==> src/rtl/drop_controller.sv <==
// Baggage-drop sequencer: sensor average -> iterative divide -> bit-serial sqrt -> limit compare -> timed drop pulse.
// Optional STICKY_FAULT_EN: fault latches until rst and blocks all later drops.
module drop_controller #(
  parameter int DROP_HOLD = 4,
  parameter int FRAC_BITS = 8
) (
  input  logic        clk,
  input  logic        rst,
  input  logic        start,
  input  logic [7:0]  sensor1,
  input  logic [7:0]  sensor2,
  input  logic [7:0]  sensor3,
  input  logic [7:0]  sensor4,
  input  logic [15:0] t_lim,
  input  logic        drop_en,
  output logic        busy,
  output logic        done,
  output logic [7:0]  height,
  output logic [15:0] t_half,
  output logic        fault,
  output logic        drop_activated
);
  localparam int RW  = 8 + FRAC_BITS;
  localparam int HCW = $clog2(DROP_HOLD + 1);

  typedef enum logic [2:0] {IDLE, DIVIDE, SQRT, DECIDE, DROP} state_t;
  state_t state;

  logic [4:0]        it;
  logic [HCW-1:0]    hold;
  logic              fault_int;
  logic [9:0]        div_q;
  logic [3:0]        div_r;
  logic [2:0]        div_d;
  logic [2*RW-1:0]   sq_rad;
  logic [RW+1:0]     sq_rem;
  logic [RW-1:0]     sq_root;

  logic [3:0][7:0]   sens;
  logic [9:0]        s_sum;
  logic [2:0]        s_cnt;
  always_comb begin
    sens  = {sensor4, sensor3, sensor2, sensor1};
    s_sum = '0;
    s_cnt = '0;
    for (int i = 0; i < 4; i++) begin
      if (sens[i] != 8'd0) begin
        s_sum = s_sum + {2'b00, sens[i]};
        s_cnt = s_cnt + 3'd1;
      end
    end
  end

  // Restoring divide step; remainder stays below the divisor (<=4), so 4 bits suffice.
  logic [4:0] div_sh;
  logic       div_ge;
  logic [3:0] div_r_nxt;
  logic [9:0] div_q_nxt;
  always_comb begin
    div_sh    = {div_r, div_q[9]};
    div_ge    = div_sh >= {2'b00, div_d};
    div_r_nxt = div_ge ? 4'(div_sh - {2'b00, div_d}) : div_sh[3:0];
    div_q_nxt = {div_q[8:0], div_ge};
  end

  // Restoring sqrt step: bring down two radicand bits, try subtracting (root<<2)|1.
  logic [RW+3:0] sq_sh;
  logic [RW+3:0] sq_trial;
  logic          sq_ge;
  logic [RW+1:0] sq_rem_nxt;
  always_comb begin
    sq_sh      = {sq_rem, sq_rad[2*RW-1 -: 2]};
    sq_trial   = {2'b00, sq_root, 2'b01};
    sq_ge      = sq_sh >= sq_trial;
    sq_rem_nxt = sq_ge ? (RW+2)'(sq_sh - sq_trial) : sq_sh[RW+1:0];
  end

  logic [7:0]  h_nxt;
  logic [15:0] th_nxt;
  logic        fault_nxt;
  logic        grant;
  always_comb begin
    h_nxt  = fault_int ? 8'd0  : div_q[7:0];
    th_nxt = fault_int ? 16'd0 : 16'(sq_root >> 1);
`ifdef STICKY_FAULT_EN
    fault_nxt = fault | fault_int;
`else
    fault_nxt = fault_int;
`endif
    grant = drop_en && !fault_nxt && (th_nxt <= t_lim);
  end

  always_ff @(posedge clk) begin
    if (rst) begin
      state          <= IDLE;
      busy           <= 1'b0;
      done           <= 1'b0;
      height         <= '0;
      t_half         <= '0;
      fault          <= 1'b0;
      drop_activated <= 1'b0;
      it             <= '0;
      hold           <= '0;
      fault_int      <= 1'b0;
      div_q          <= '0;
      div_r          <= '0;
      div_d          <= '0;
      sq_rad         <= '0;
      sq_rem         <= '0;
      sq_root        <= '0;
    end else begin
      done <= 1'b0;
      case (state)
        IDLE: if (start) begin
          div_q     <= s_sum;
          div_r     <= '0;
          div_d     <= s_cnt;
          fault_int <= (s_cnt == 3'd0);
          it        <= '0;
          busy      <= 1'b1;
          state     <= (s_cnt == 3'd0) ? DECIDE : DIVIDE;
        end
        DIVIDE: begin
          div_q <= div_q_nxt;
          div_r <= div_r_nxt;
          if (it == 5'd9) begin
            it      <= '0;
            sq_rad  <= (2*RW)'({div_q_nxt[7:0], {(2*FRAC_BITS){1'b0}}});
            sq_rem  <= '0;
            sq_root <= '0;
            state   <= SQRT;
          end else begin
            it <= it + 5'd1;
          end
        end
        SQRT: begin
          sq_rad  <= sq_rad << 2;
          sq_rem  <= sq_rem_nxt;
          sq_root <= {sq_root[RW-2:0], sq_ge};
          if (it == 5'(RW-1)) state <= DECIDE;
          else                it    <= it + 5'd1;
        end
        DECIDE: begin
          height <= h_nxt;
          t_half <= th_nxt;
          fault  <= fault_nxt;
          done   <= 1'b1;
          if (grant) begin
            drop_activated <= 1'b1;
            hold           <= HCW'(DROP_HOLD - 1);
            state          <= DROP;
          end else begin
            busy  <= 1'b0;
            state <= IDLE;
          end
        end
        DROP: begin
          if (!drop_en || hold == '0) begin
            drop_activated <= 1'b0;
            busy           <= 1'b0;
            state          <= IDLE;
          end else begin
            hold <= hold - HCW'(1);
          end
        end
        default: state <= IDLE;
      endcase
    end
  end
endmodule

==> config.mk <==
export PLATFORM = sky130hd
export DESIGN_NAME = drop_controller
export DESIGN_NICKNAME = d
export VERILOG_FILES = /design/src/rtl/drop_controller.sv
export SDC_FILE = /design/constraint.sdc
export NUM_CORES = 1
export LEC_CHECK = 0
export ABC_CLOCK_PERIOD_IN_PS = 10250
export CAP_MARGIN = 20
export CORE_ASPECT_RATIO = 1.75
export CORE_MARGIN = 1.5
export CORE_UTILIZATION = 31
export DETAILED_ROUTE_END_ITERATION = 10
export SYNTH_ARGS = -nofsm -noshare
export SYNTH_HDL_FRONTEND = slang
export SYNTH_SLANG_ARGS = --single-unit
==> constraint.sdc <==
create_clock -name clk -period 10.25 [get_ports clk]
set_clock_uncertainty 0.1 [all_clocks]
set_input_delay 2.05 -clock clk [delete_from_list [all_inputs] [get_ports clk]]
set_output_delay 2.05 -clock clk [all_outputs]
set_load 0.005 [all_outputs]
Word level (Yosys, flattened, before mapping)
Index checks and enable logic that the tools add are counted.

Register bits: 123. Output and inout port bits: 28. Word-level logic and storage cells: 111.

$add $sub $neg: 10. Magnitude comparators: 3. Equal/unequal tests: 14. Mux-type cells: 43. Reductions and logical operators: 25.

Operators by type and width (count): case mux 32 bit (2 select lines) (1); 2-to-1 mux 10 bit (4); 2-to-1 mux 18 bit (2); case mux 18 bit (2 select lines) (1); 2-to-1 mux 32 bit (1); case mux 16 bit (2 select lines) (1); nonzero test 8 bit (4); adder 10 x 8 -> 10 bit (3); 2-to-1 mux 3 bit (10); greater-or-equal comparator 20 x 18 -> 1 bit (1); case mux 10 bit (2 select lines) (1); subtractor 18 bit (1); less-or-equal comparator 15 x 16 -> 1 bit (1); 2-to-1 mux 16 bit (1); 2-to-1 mux 8 bit (2); inequality test 2 bit (second input constant) (8); 2-to-1 mux 15 bit (1); 2-to-1 mux 5 bit (3); case mux 3 bit (5 select lines) (1); case mux 5 bit (3 select lines) (1); == test 5 x 4 -> 1 bit (second input constant) (2); adder 3 x 1 -> 3 bit (second input constant) (3); zero test 3 bit (3); AND reduction 3 bit (3); other kinds (21) (36).

Depth between registers and ports, before layout
Depth in word-level cells: 12. Gate-level depth with buffers: 21.

Worst setup path after synthesis
Ideal clock, no wire load.

Path type: input-to-reg. Start: input sensor2[0]. End: register div_q[9]. Setup time: 0.117 ns. Arrival: 5.434 ns. Data required time: 10.033 ns. Path slack: 4.599 ns. Cell stages on the path: 20. Buffers on the path: 0. Path through: nor4_1 nand2_1 clkinv_1 mux2i_1 inv_1 ha_1 a21o_1 a21oi_1 nor2_1 o31a_1 o22ai_1 xor2_1 a21oi_1 ha_1 and2_1 o21ai_0 a21oi_1 o31a_1 mux2i_1 nand2_1.

Word-level cells in the longest chain between the ends: 8.

Ends and longest elaborated chain: start, declared (line 11) `input logic [7:0] sensor2,`; adder 10 x 8 -> 10 bit or nonzero test 8 bit (tied branches) (line 48, 47); 2-to-1 mux 10 bit (*) (line 47) `if (sens[i] != 8'd0) begin`; adder 10 x 8 -> 10 bit (line 48) `s_sum = s_sum + {2'b00, sens[i]};`; 2-to-1 mux 10 bit (*) (line 47); adder 10 x 8 -> 10 bit (line 48); 2-to-1 mux 10 bit (*) (line 47); 2-to-1 mux 10 bit (*) (line 114) `IDLE: if (start) begin`; case mux 10 bit (2 select lines) (*) (line 113) `case (state)`; end signal, assigned (line 115) `div_q <= s_sum;`; end signal, assigned (line 124) `div_q <= div_q_nxt;`; end, declared (line 32) `logic [9:0] div_q;`.

Mark *: on every way between the ends. The rest lies on a longest branch, timed or not. The select of a mux whose other input is x is not followed. A chain may end at the register's enable or synchronous reset.

Worst setup path in the final report
Start: input sensor2[1]. End: register div_q[9].

Same word-level chain as after synthesis.

==> impl_metrics.json <==
{
  "viasPerCell": 5.16,
  "nFillCells": 2365,
  "finalSetupViolations": 0,
  "place_congestion": 0.843,
  "crit_top_cell": "a21oi_1",
  "worst_pin_slew_ns": 0.969,
  "slowest_stage": "clkdlybuf4s50_1",
  "holdPathEnd": "sq_rad[29]",
  "r2r_end": "sq_rem[6]",
  "cts_tree": "yes",
  "startpoint": "sensor2[1]",
  "final_nets": 1077,
  "grtUsageTotal": 0.164,
  "rsz0062_at_grt": "false",
  "p_per_area_nw_per_um2": 127,
  "period_minus_slack_ns": 6.33,
  "clk_pin_slew_worst_paths_ns": 0.08,
  "worstSetupPathType": "in2reg",
  "reg2reg_from": "sq_root[6]",
  "ant_nets": 0,
  "setup_tns_ns": 0,
  "worstRegToRegCells": 11,
  "dp_hpwl_um": 14500,
  "path_buf_inv": 3,
  "vias": 6466,
  "slew_headroom": 0.351,
  "grt_pass1_wl_um": 30900,
  "ios": 80,
  "worstPathArrival_ns": 6.49,
  "synth-edff-count": 0,
  "route.detailed.drc": 0,
  "numCtsBuffers": 9,
  "diodes": 0,
  "area_growth_pct": 19.3,
  "ys_warn_count": 0,
  "leakagePower_nw": 3.34,
  "cts.path.max_buffers": 2,
  "syn_nets": 1020,
  "initial_utilization": 0.316,
  "drtIter0Drc": 326,
  "power.total_mw": 1.06,
  "period_share": 0.618,
  "hold_path.startpoint": "sq_rad[27]",
  "ys_seq_elements": 106,
  "multiInputGateArea_um2": 4490,
  "fmax_ghz": 0.158,
  "netlist_instances": 896,
  "synth_ff_type": "dfxtp_1",
  "clk_latency_ns": 0.36,
  "cp-end-kind": "register",
  "r2r_setup_slack_ns": 7.10,
  "synth_area_um2": 7010,
  "slew_viol_final": 0,
  "seqCellArea_um2": 2120,
  "hold-path-cell-count": 2,
  "h-tree-depth": 3,
  "dieArea_um2": 23600,
  "async_flop_share": 0,
  "grt_max_degree": 76,
  "drive_gt1_frac": 0.0470,
  "grt_pass1_vias": 6501,
  "critPathLaunchType": "primary input",
  "root_buffer": "clkbuf_16",
  "avgSynthCellArea_um2": 7.82,
  "hold_path_class": "reg2reg",
  "wl_um": 18600,
  "cts_setup_buffers": 0,
  "synth_cell_type_count": 64,
  "drtPass1Iterations": 4,
  "fp-row-count": 72,
  "finalHoldViolCount": 0,
  "cp_max_fo": 10,
  "vdd_drop_max_mv": 0.0769,
  "cts.hold.buffers_added": 0,
  "slowest_delay_ns": 0.47,
  "die_y_um": 202,
  "cts-resized-gates": 0,
  "grt-ovfl-total": 0,
  "core_area_um2": 22200,
  "drt-wirelength-per-cell_um": 14.8,
  "cp_top_family": "compound AO/OA/AOI/OAI gates",
  "antenna_found_initial": 0,
  "worstPathRequired_ns": 10.41,
  "port_buffers": 78,
  "die_x_um": 117,
  "outcome": "complete, no violations",
  "cts_sinks": 106,
  "ys_seq_area_frac": 0.303,
  "maxCapViolations": 0,
  "crit_chain": "clkdlybuf4s50_1 > nor4_1 > nand2_1 > clkinv_1 > mux2i_1 > inv_1 > ha_1 > a21o_1 > a21oi_1 > nor2_1 > o31a_1 > o22ai_1 > xor2_1 > a21oi_1 > ha_1 > and2_1 > o21ai_0 > a21oi_1 > o31a_1 > mux2i_1 > nand2_1"
}
-- layer usage --
metal | global-route usage | wire length [um]
met5 | 0 | 0
met4 | 0.0624 | 483
met3 | 0.0264 | 607
met2 | 0.325 | 10300
met1 | 0.164 | 7120
-- synth_stat cells, drive strengths merged (6+ instances only) --
cell      n  share of area
or4       6         0.0075
nor4      8         0.0071
nor2b     8         0.0071
a211oi   12          0.014
a311oi    7         0.0087
and3      6         0.0054
xor2     13          0.016
nand4     6         0.0054
clkbuf   37          0.020
a21oi    93          0.066
nor3b     9         0.0096
a21o     15          0.016
nand2b   10         0.0089
nor2     95          0.051
a31oi    11         0.0098
mux2i    11          0.016
xnor2    22          0.030
and2      7         0.0062
nand3    38          0.027
dfxtp   106           0.30
a22oi     6         0.0064
o22ai     7         0.0062
o31ai     8         0.0086
o21a      6         0.0064
a32oi     7         0.0087
nand2    85          0.046
o21ai    44          0.031
nor3     12         0.0086
a22o     18          0.022
ha       68           0.12
inv      60          0.032
buf       7         0.0057
-- cell families after synthesis --
kind of cell / after synthesis / share of synthesized area
and+or+nand+nor: 305 / 0.205
AOI/OAI and AO/OA: 259 / 0.235
DFF: 106 / 0.303
buffers and inverters: 105 / 0.0582
adders and majority gates: 72 / 0.133
xor gates and xnor gates: 35 / 0.0464
muxes: 13 / 0.0189
other: 1 / 0.000535
-- state kept, by name (all words and copies together) (netlist names) --
| signal | flops |
|---|---|
| hold | 3 |
| t_half | 15 |
| done | 1 |
| drop_activated | 1 |
| it | 5 |
| height | 8 |
| state | 3 |
| sq_root | 16 |
| div_q | 10 |
| fault_int | 1 |
| busy | 1 |
| sq_rem | 18 |
| div_r | 4 |
| sq_rad | 16 |
| fault | 1 |
| div_d | 3 |
-- metrics by stage --
| stage | hold slack [ns] | cells | worst slack (ns) | area (um2) | util |
|---|---|---|---|---|---|
| 2_1_floorplan | 0.332 | 896 | 4.60 | 7010 | - |
| 3_3_place_gp | 0.336 | 1237 | 3.56 | 8070 | 0.364 |
| 3_5_place_dp | 0.348 | 1238 | 3.50 | 8080 | 0.365 |
| 4_1_cts | 0.349 | 1254 | 3.88 | 8370 | 0.377 |
| 5_1_grt | 0.387 | 1254 | 3.39 | 8370 | 0.377 |
| 6_report | 0.350 | 1254 | 3.92 | 8370 | 0.377 |
-- worst max-delay path by stage --
stage / to / slack [ns] / cells after the start
global placement: div_q[9] / 3.56 / 21
CTS: div_q[9] / 3.88 / 21
detailed placement: div_q[9] / 3.50 / 21
floorplan: div_q[9] / 4.60 / 20
global route: div_q[9] / 3.39 / 21
finish: div_q[9] / 3.92 / 21
-- where the power goes --
| part | internal (mW) | switching, mW |
|---|---|---|
| clock network | 0.169 | 0.172 |
| registers | 0.427 | 0.0147 |
| logic | 0.135 | 0.142 |
-- tightest hold or removal path, delay by kind of cell, from the launching register on --
family | cells | cell delay, ns
AO/OA/AOI/OAI | 1 | 0.05
AND/OR/NAND/NOR | 1 | 0.05
flip-flops | 1 | 0.31
-- cells in the final DEF (no fill, tap or decap), types with 8 or more instances in the layout --
master and count:
clkbuf_16 9, inv_1 60, buf_4 11, nand2b_1 10, xor2_1 13, a211oi_1 11
nor4_1 8, nand3_1 38, o21ai_0 42, a21o_1 15, nor3_1 10, ha_1 68
xnor2_1 21, clkdlybuf4s50_1 77, a22o_1 18, nand2_1 85, mux2i_1 11, a31oi_1 11
nor2_1 95, nor2b_1 8, o31ai_1 8, a21oi_1 93, nor3b_1 9, dfxtp_1 106
-- area by class of cell --
cell class | instances | share of cell area
sequential | 106 | 0.254
timing repair buffer | 90 | 0.104
tap | 296 | 0.0443
inverter | 61 | 0.0274
clock inverter | 7 | 0.00703
multi-input combinational | 685 | 0.537
clock buffer | 9 | 0.0269
Note: power is estimated with default switching activity, not from simulation.
